File: src/rtl/shift_pkg.sv
// Shared types for the sequential shifter: op encoding, FSM states, op-field width.
// Pure declarations; no timing or flow-control behaviour of its own.
package shift_pkg;

    localparam int OP_W = 3;

    typedef enum logic [OP_W-1:0] {
        OP_SLL = 3'b000,
        OP_SRL = 3'b001,
        OP_SRA = 3'b010,
        OP_ROL = 3'b011,
        OP_ROR = 3'b100
    } op_e;

    typedef enum logic [1:0] {
        ST_IDLE  = 2'd0,
        ST_SHIFT = 2'd1,
        ST_DONE  = 2'd2
    } state_e;

    function automatic logic op_reserved(input logic [OP_W-1:0] op);
        return op > OP_ROR;
    endfunction

    function automatic logic op_rotate(input logic [OP_W-1:0] op);
        return (op == OP_ROL) || (op == OP_ROR);
    endfunction

endpackage

File: src/rtl/shift_step.sv
// One 1-bit shift/rotate step; purely combinational, zero latency, no flow control.
// Reserved ops pass the value through with bit-out 0.
module shift_step
    import shift_pkg::*;
#(
    parameter int WIDTH = 8
) (
    input  logic [WIDTH-1:0] i_val,
    input  logic [OP_W-1:0]  i_op,
    output logic [WIDTH-1:0] o_val,
    output logic             o_bit
);

    always_comb begin
        o_val = i_val;
        o_bit = 1'b0;
        case (i_op)
            OP_SLL: begin
                o_bit = i_val[WIDTH-1];
                o_val = {i_val[WIDTH-2:0], 1'b0};
            end
            OP_SRL: begin
                o_bit = i_val[0];
                o_val = {1'b0, i_val[WIDTH-1:1]};
            end
            OP_SRA: begin
                o_bit = i_val[0];
                o_val = {i_val[WIDTH-1], i_val[WIDTH-1:1]};
            end
            OP_ROL: begin
                o_bit = i_val[WIDTH-1];
                o_val = {i_val[WIDTH-2:0], i_val[WIDTH-1]};
            end
            OP_ROR: begin
                o_bit = i_val[0];
                o_val = {i_val[0], i_val[WIDTH-1:1]};
            end
            default: begin
                o_val = i_val;
                o_bit = 1'b0;
            end
        endcase
    end

endmodule

File: src/rtl/seq_shift_unit.sv
// Iterative shifter, one bit per cycle: result valid N+1 cycles after accept (N = effective amount).
// Result held in DONE until out_ready_i; new requests only accepted from IDLE.
module seq_shift_unit
    import shift_pkg::*;
#(
    parameter int WIDTH = 8,
    parameter int AMT_W = 8
) (
    input  logic             clk_i,
    input  logic             rst_ni,
    input  logic             in_valid_i,
    output logic             in_ready_o,
    input  logic [WIDTH-1:0] a_i,
    input  logic [AMT_W-1:0] b_i,
    input  logic [OP_W-1:0]  op_i,
    output logic             out_valid_o,
    input  logic             out_ready_i,
    output logic [WIDTH-1:0] result_o,
    output logic             carry_o,
    output logic             op_err_o
);

    localparam int CNT_W = $clog2(WIDTH + 1);

    state_e           r_state;
    state_e           w_state_nxt;
    logic [WIDTH-1:0] r_val;
    logic [OP_W-1:0]  r_op;
    logic [CNT_W-1:0] r_cnt;
    logic             r_carry;
    logic             r_err;

    logic [31:0]      w_b_ext;
    logic [CNT_W-1:0] w_amt;
    logic [WIDTH-1:0] w_step_val;
    logic             w_step_bit;

    // Shifts saturate at WIDTH so over-range amounts still clear/sign-fill; rotates wrap.
    always_comb begin
        w_b_ext = 32'(b_i);
        w_amt   = '0;
        if (op_reserved(op_i)) begin
            w_amt = '0;
        end else if (op_rotate(op_i)) begin
            w_amt = CNT_W'(w_b_ext % WIDTH);
        end else if (w_b_ext >= WIDTH) begin
            w_amt = CNT_W'(WIDTH);
        end else begin
            w_amt = CNT_W'(w_b_ext);
        end
    end

    shift_step #(
        .WIDTH (WIDTH)
    ) u_step (
        .i_val (r_val),
        .i_op  (r_op),
        .o_val (w_step_val),
        .o_bit (w_step_bit)
    );

    always_comb begin
        w_state_nxt = r_state;
        case (r_state)
            ST_IDLE:  if (in_valid_i) w_state_nxt = (w_amt == '0) ? ST_DONE : ST_SHIFT;
            ST_SHIFT: if (r_cnt == CNT_W'(1)) w_state_nxt = ST_DONE;
            ST_DONE:  if (out_ready_i) w_state_nxt = ST_IDLE;
            default:  w_state_nxt = ST_IDLE;
        endcase
    end

    always_ff @(posedge clk_i) begin
        if (!rst_ni) begin
            r_state <= ST_IDLE;
            r_val   <= '0;
            r_op    <= '0;
            r_cnt   <= '0;
            r_carry <= 1'b0;
            r_err   <= 1'b0;
        end else begin
            r_state <= w_state_nxt;
            case (r_state)
                ST_IDLE: begin
                    if (in_valid_i) begin
                        r_val   <= a_i;
                        r_op    <= op_i;
                        r_cnt   <= w_amt;
                        r_carry <= 1'b0;
                        r_err   <= op_reserved(op_i);
                    end
                end
                ST_SHIFT: begin
                    r_val   <= w_step_val;
                    r_carry <= w_step_bit;
                    r_cnt   <= r_cnt - CNT_W'(1);
                end
                default: ;
            endcase
        end
    end

    assign in_ready_o  = (r_state == ST_IDLE);
    assign out_valid_o = (r_state == ST_DONE);
    assign result_o    = r_val;
    assign carry_o     = r_carry;
    assign op_err_o    = r_err;

endmodule

File: config.mk
export PLATFORM = sky130hd
export DESIGN_NAME = seq_shift_unit
export DESIGN_NICKNAME = d
export VERILOG_FILES = /design/src/rtl/shift_pkg.sv /design/src/rtl/shift_step.sv /design/src/rtl/seq_shift_unit.sv
export SDC_FILE = /design/constraint.sdc
export NUM_CORES = 1
export LEC_CHECK = 0
export ABC_AREA = 1
export BUFFER_PORTS_ARGS = -buffer_cell sky130_fd_sc_hd__buf_2
export CORE_UTILIZATION = 35
export DETAILED_ROUTE_END_ITERATION = 10
export GPL_ROUTABILITY_DRIVEN = 0
export PLACE_DENSITY = 0.65
export SLEW_MARGIN = 20
export SYNTH_ARGS = -nofsm -noshare
export SYNTH_HDL_FRONTEND = slang
export SYNTH_SLANG_ARGS = --single-unit
File: constraint.sdc
create_clock -name clk_i -period 2.29 [get_ports clk_i]
set_input_delay 0.458 -clock clk_i [delete_from_list [all_inputs] [get_ports clk_i]]
set_output_delay 0.458 -clock clk_i [all_outputs]
set_load 0.01 [all_outputs]
==> results.py <==
metrics = {
    "cts": {
        "clock-root-buffer": "clkbuf_4",
        "cts_setup_buffers": 0,
        "cts_sinks": 19,
        "insertion_delay_ps": 300,
        "clk_pin_slew_ps": 120,
        "cts_tree": "built",
        "ctsHoldBuffers": 0,
        "cts_made_buffers": 3,
        "clockBufferDepth": 2,
        "h-tree-depth": 1,
        "cts-resized-gates": 0,
    },
    "hold_path": {
        "whs_endpoint": "result_o[1]$_SDFFE_PN0P_",
        "min_from": "a_i[1]",
        "hp-class": "input pin to flip-flop",
        "holdPathStages": 3,
    },
    "die": {
        "die_h_um": 58.5,
        "row_count": 20,
        "ios": 35,
        "initial_utilization_pct": 36.6,
        "die_w_um": 58.5,
        "design.die.area_um2": 3430,
        "core-area_um2": 3050,
    },
    "synthesis": {
        "synth_top_family_by_area": "simple AND/OR/NAND/NOR gates",
        "synth-compound-area-share_pct": 21.7,
        "ys_seq_area_share_pct": 34.0,
        "avgSynthCellArea_um2": 6.39,
        "synth-simple-area-share_pct": 32.1,
        "synth_cell_type_count": 25,
        "yosysWarningCount": 0,
        "synth_xor_area_share_pct": 0,
        "netlist_instances": 175,
        "synthesis.area_um2": 1120,
        "synth_nets": 200,
        "muxShareOfSynthArea_pct": 0,
        "synth-seq-cells": 19,
        "synthAdderAreaFrac_pct": 2.24,
    },
    "cells_and_area": {
        "layout-drive-gt1-share_pct": 23.9,
        "fill_cells": 353,
        "final_common_cell": "nand2_1",
        "diodes": 0,
        "finalNetCount": 235,
        "layout_common_cells": "nand2_1, buf_2, dfxtp_1, inv_1, nor2_1",
        "areaGrowthSynthToFinish_pct": 20.5,
        "fin_area_um2": 1350,
    },
    "pwr": {
        "finalPower_w": 0.000947,
        "p_leak_nw": 0.657,
        "vdd_drop_max_v": 0.000337,
        "p_per_area_nw_per_um2": 703,
    },
    "routing": {
        "drcViolationCount": 0,
        "vias": 1219,
        "drt-total-wl_um": 2680,
        "wire_per_inst_um": 10.6,
        "ant_nets": 0,
        "dr.first_iter.drc_count": 49,
        "drt-vias-per-instance": 4.82,
        "dr.pass1.iters": 4,
    },
    "timing": {
        "period_minus_slack_ps": 1570,
        "relSlewSlack_pct": 71.7,
        "grt_setup_unrepaired": "no",
        "fmax_mhz": 637,
        "tightestPinTransition_ps": 420,
        "maxSlewViolCount": 0,
        "finalCritPeriodShare_pct": 68.6,
        "fin_hold_ws_ps": 401,
        "skew_ps": 7.12,
        "final-setup-viol-count": 0,
        "final_hold_viol_count": 0,
        "fin_tns_setup_ps": 0,
    },
    "critical_path": {
        "critical_path.slowest_cell": "dfxtp_1",
        "timing.rr.start": "r_state[0]$_SDFFE_PN0P_",
        "cp.arrival_ps": 1810,
        "cp.required_ps": 2530,
        "path_buf_inv": 3,
        "r2r_end": "result_o[5]$_SDFFE_PN0P_",
        "max_stage_delay_ps": 390,
        "worstPathMaxFanout": 14,
        "crit_top_cell": "inv_2",
        "crit_path_cell_trace": "inv_2, nor2_4, inv_2, nand2_4, o21ai_2, clkinv_2, o21ai_0, a31oi_1",
        "worstSetupStartpointType": "flip-flop",
        "end_kind": "flip-flop",
        "r2r_cells": 8,
        "critical-path-top-delay-family": "buffers and inverters",
        "critPathKind": "flip-flop to flip-flop",
        "reg2reg_slack_ps": 720,
    },
    "place": {
        "dp.final_hpwl_um": 1990,
        "dpl_cell_area_um2": 1320,
        "numPortBuffers": 34,
    },
    "grt": {
        "grt_pass1_vias": 1097,
        "grt_pass1_wl_um": 4690,
        "gr-total-overflow": 0,
        "grt_max_degree": 15,
        "grt_util_all_layers_pct": 17.3,
        "antenna_found_initial": 0,
    },
    "outcome": {
        "status": "finished, final reports clean",
    },
    "flow_run": {
        "maxCapViolCount": 0,
    },
}
through the flow:
stage,std cells,worst slack [ps],util (%)
6_report,253,720,44.1
5_1_grt,253,461,44.1
4_1_cts,253,703,44.1
3_5_place_dp,249,679,43.2
3_3_place_gp,249,719,43.2
2_1_floorplan,175,958,-
registers in the layout, indices dropped and copies added (netlist names):
name,cells
r_cnt,4
r_state,2
op_err_o,1
result_o,8
r_op,3
carry_o,1
worst max path at each step:
stage               cells after the start                       end  slack (ps)                     from
floorplan                               8   r_state[1]$_SDFFE_PN0P_         960                  op_i[0]
global placement                        9   r_state[1]$_SDFFE_PN0P_         720                  op_i[0]
detailed placement                      9   r_state[1]$_SDFFE_PN0P_         680                  op_i[0]
CTS                                     8  result_o[6]$_SDFFE_PN0P_         700  r_state[0]$_SDFFE_PN0P_
global route                            7  result_o[5]$_SDFFE_PN0P_         460  r_state[0]$_SDFFE_PN0P_
finish                                  8  result_o[5]$_SDFFE_PN0P_         720  r_state[0]$_SDFFE_PN0P_
power breakdown:
group	switching [W]	internal, W
Sequential	0.0000472	0.000380
Clock	0.000109	0.0000651
Combinational	0.000218	0.000128
Total	0.000374	0.000573
logic make-up (layout without fill, tap and decap cells):
| family | Yosys count | after routing |
|---|---|---|
| AOI/OAI and AO/OA | 43 | 43 |
| adders and majority gates | 2 | 2 |
| buffers and inverters | 27 | 61 |
| DFF | 19 | 19 |
| and+or+nand+nor | 84 | 84 |
area by class of cell:
| class | instances | area, um^2 | share of cell area (%) |
|---|---|---|---|
| repair buffers | 34 | 170 | 12.6 |
| multi-input cells | 129 | 627 | 46.5 |
| flip-flops and latches | 19 | 380 | 28.2 |
| well taps | 44 | 55.1 | 4.09 |
| clock buffers | 3 | 22.5 | 1.67 |
| clock inverters | 1 | 5.00 | 0.371 |
| inverters | 23 | 87.6 | 6.50 |
cell usage after synthesis:
cell / number / share of area (%)
buf_6: 1 / 1.0
nand2_1: 52 / 17
nand2_4: 2 / 2.0
o22ai_1: 1 / 0.56
buf_2: 1 / 0.45
nor2_2: 2 / 1.1
clkinv_2: 1 / 0.45
a22oi_1: 1 / 0.67
buf_1: 1 / 0.34
nor2_1: 16 / 5.4
nor2_4: 1 / 1.0
dfxtp_1: 19 / 34
ha_1: 2 / 2.2
clkinv_1: 1 / 0.34
nand3_1: 9 / 4.0
nand4_1: 2 / 1.1
a211oi_1: 1 / 0.67
a31oi_1: 8 / 4.5
inv_2: 3 / 1.0
o21ai_0: 15 / 6.7
inv_1: 18 / 6.0
a21oi_1: 13 / 5.8
clkbuf_1: 1 / 0.34
o21ai_2: 3 / 2.3
o21ai_1: 1 / 0.45
tightest hold or removal path: stages:
cell     delay (ps)
buf_2            90
nand2_1          50
a31oi_1          70
per-layer routing:
layer,vias up,wire length [um],global-route usage (%),share of wire (%)
met5,-,0,0,0
met4,0,12,3.06,0.45
met3,2,194,4.18,7.2
met2,42,1200,30.5,45
met1,537,1270,21.6,47
li1,638,-,-,-
Note: power is estimated with default switching activity, not from simulation.
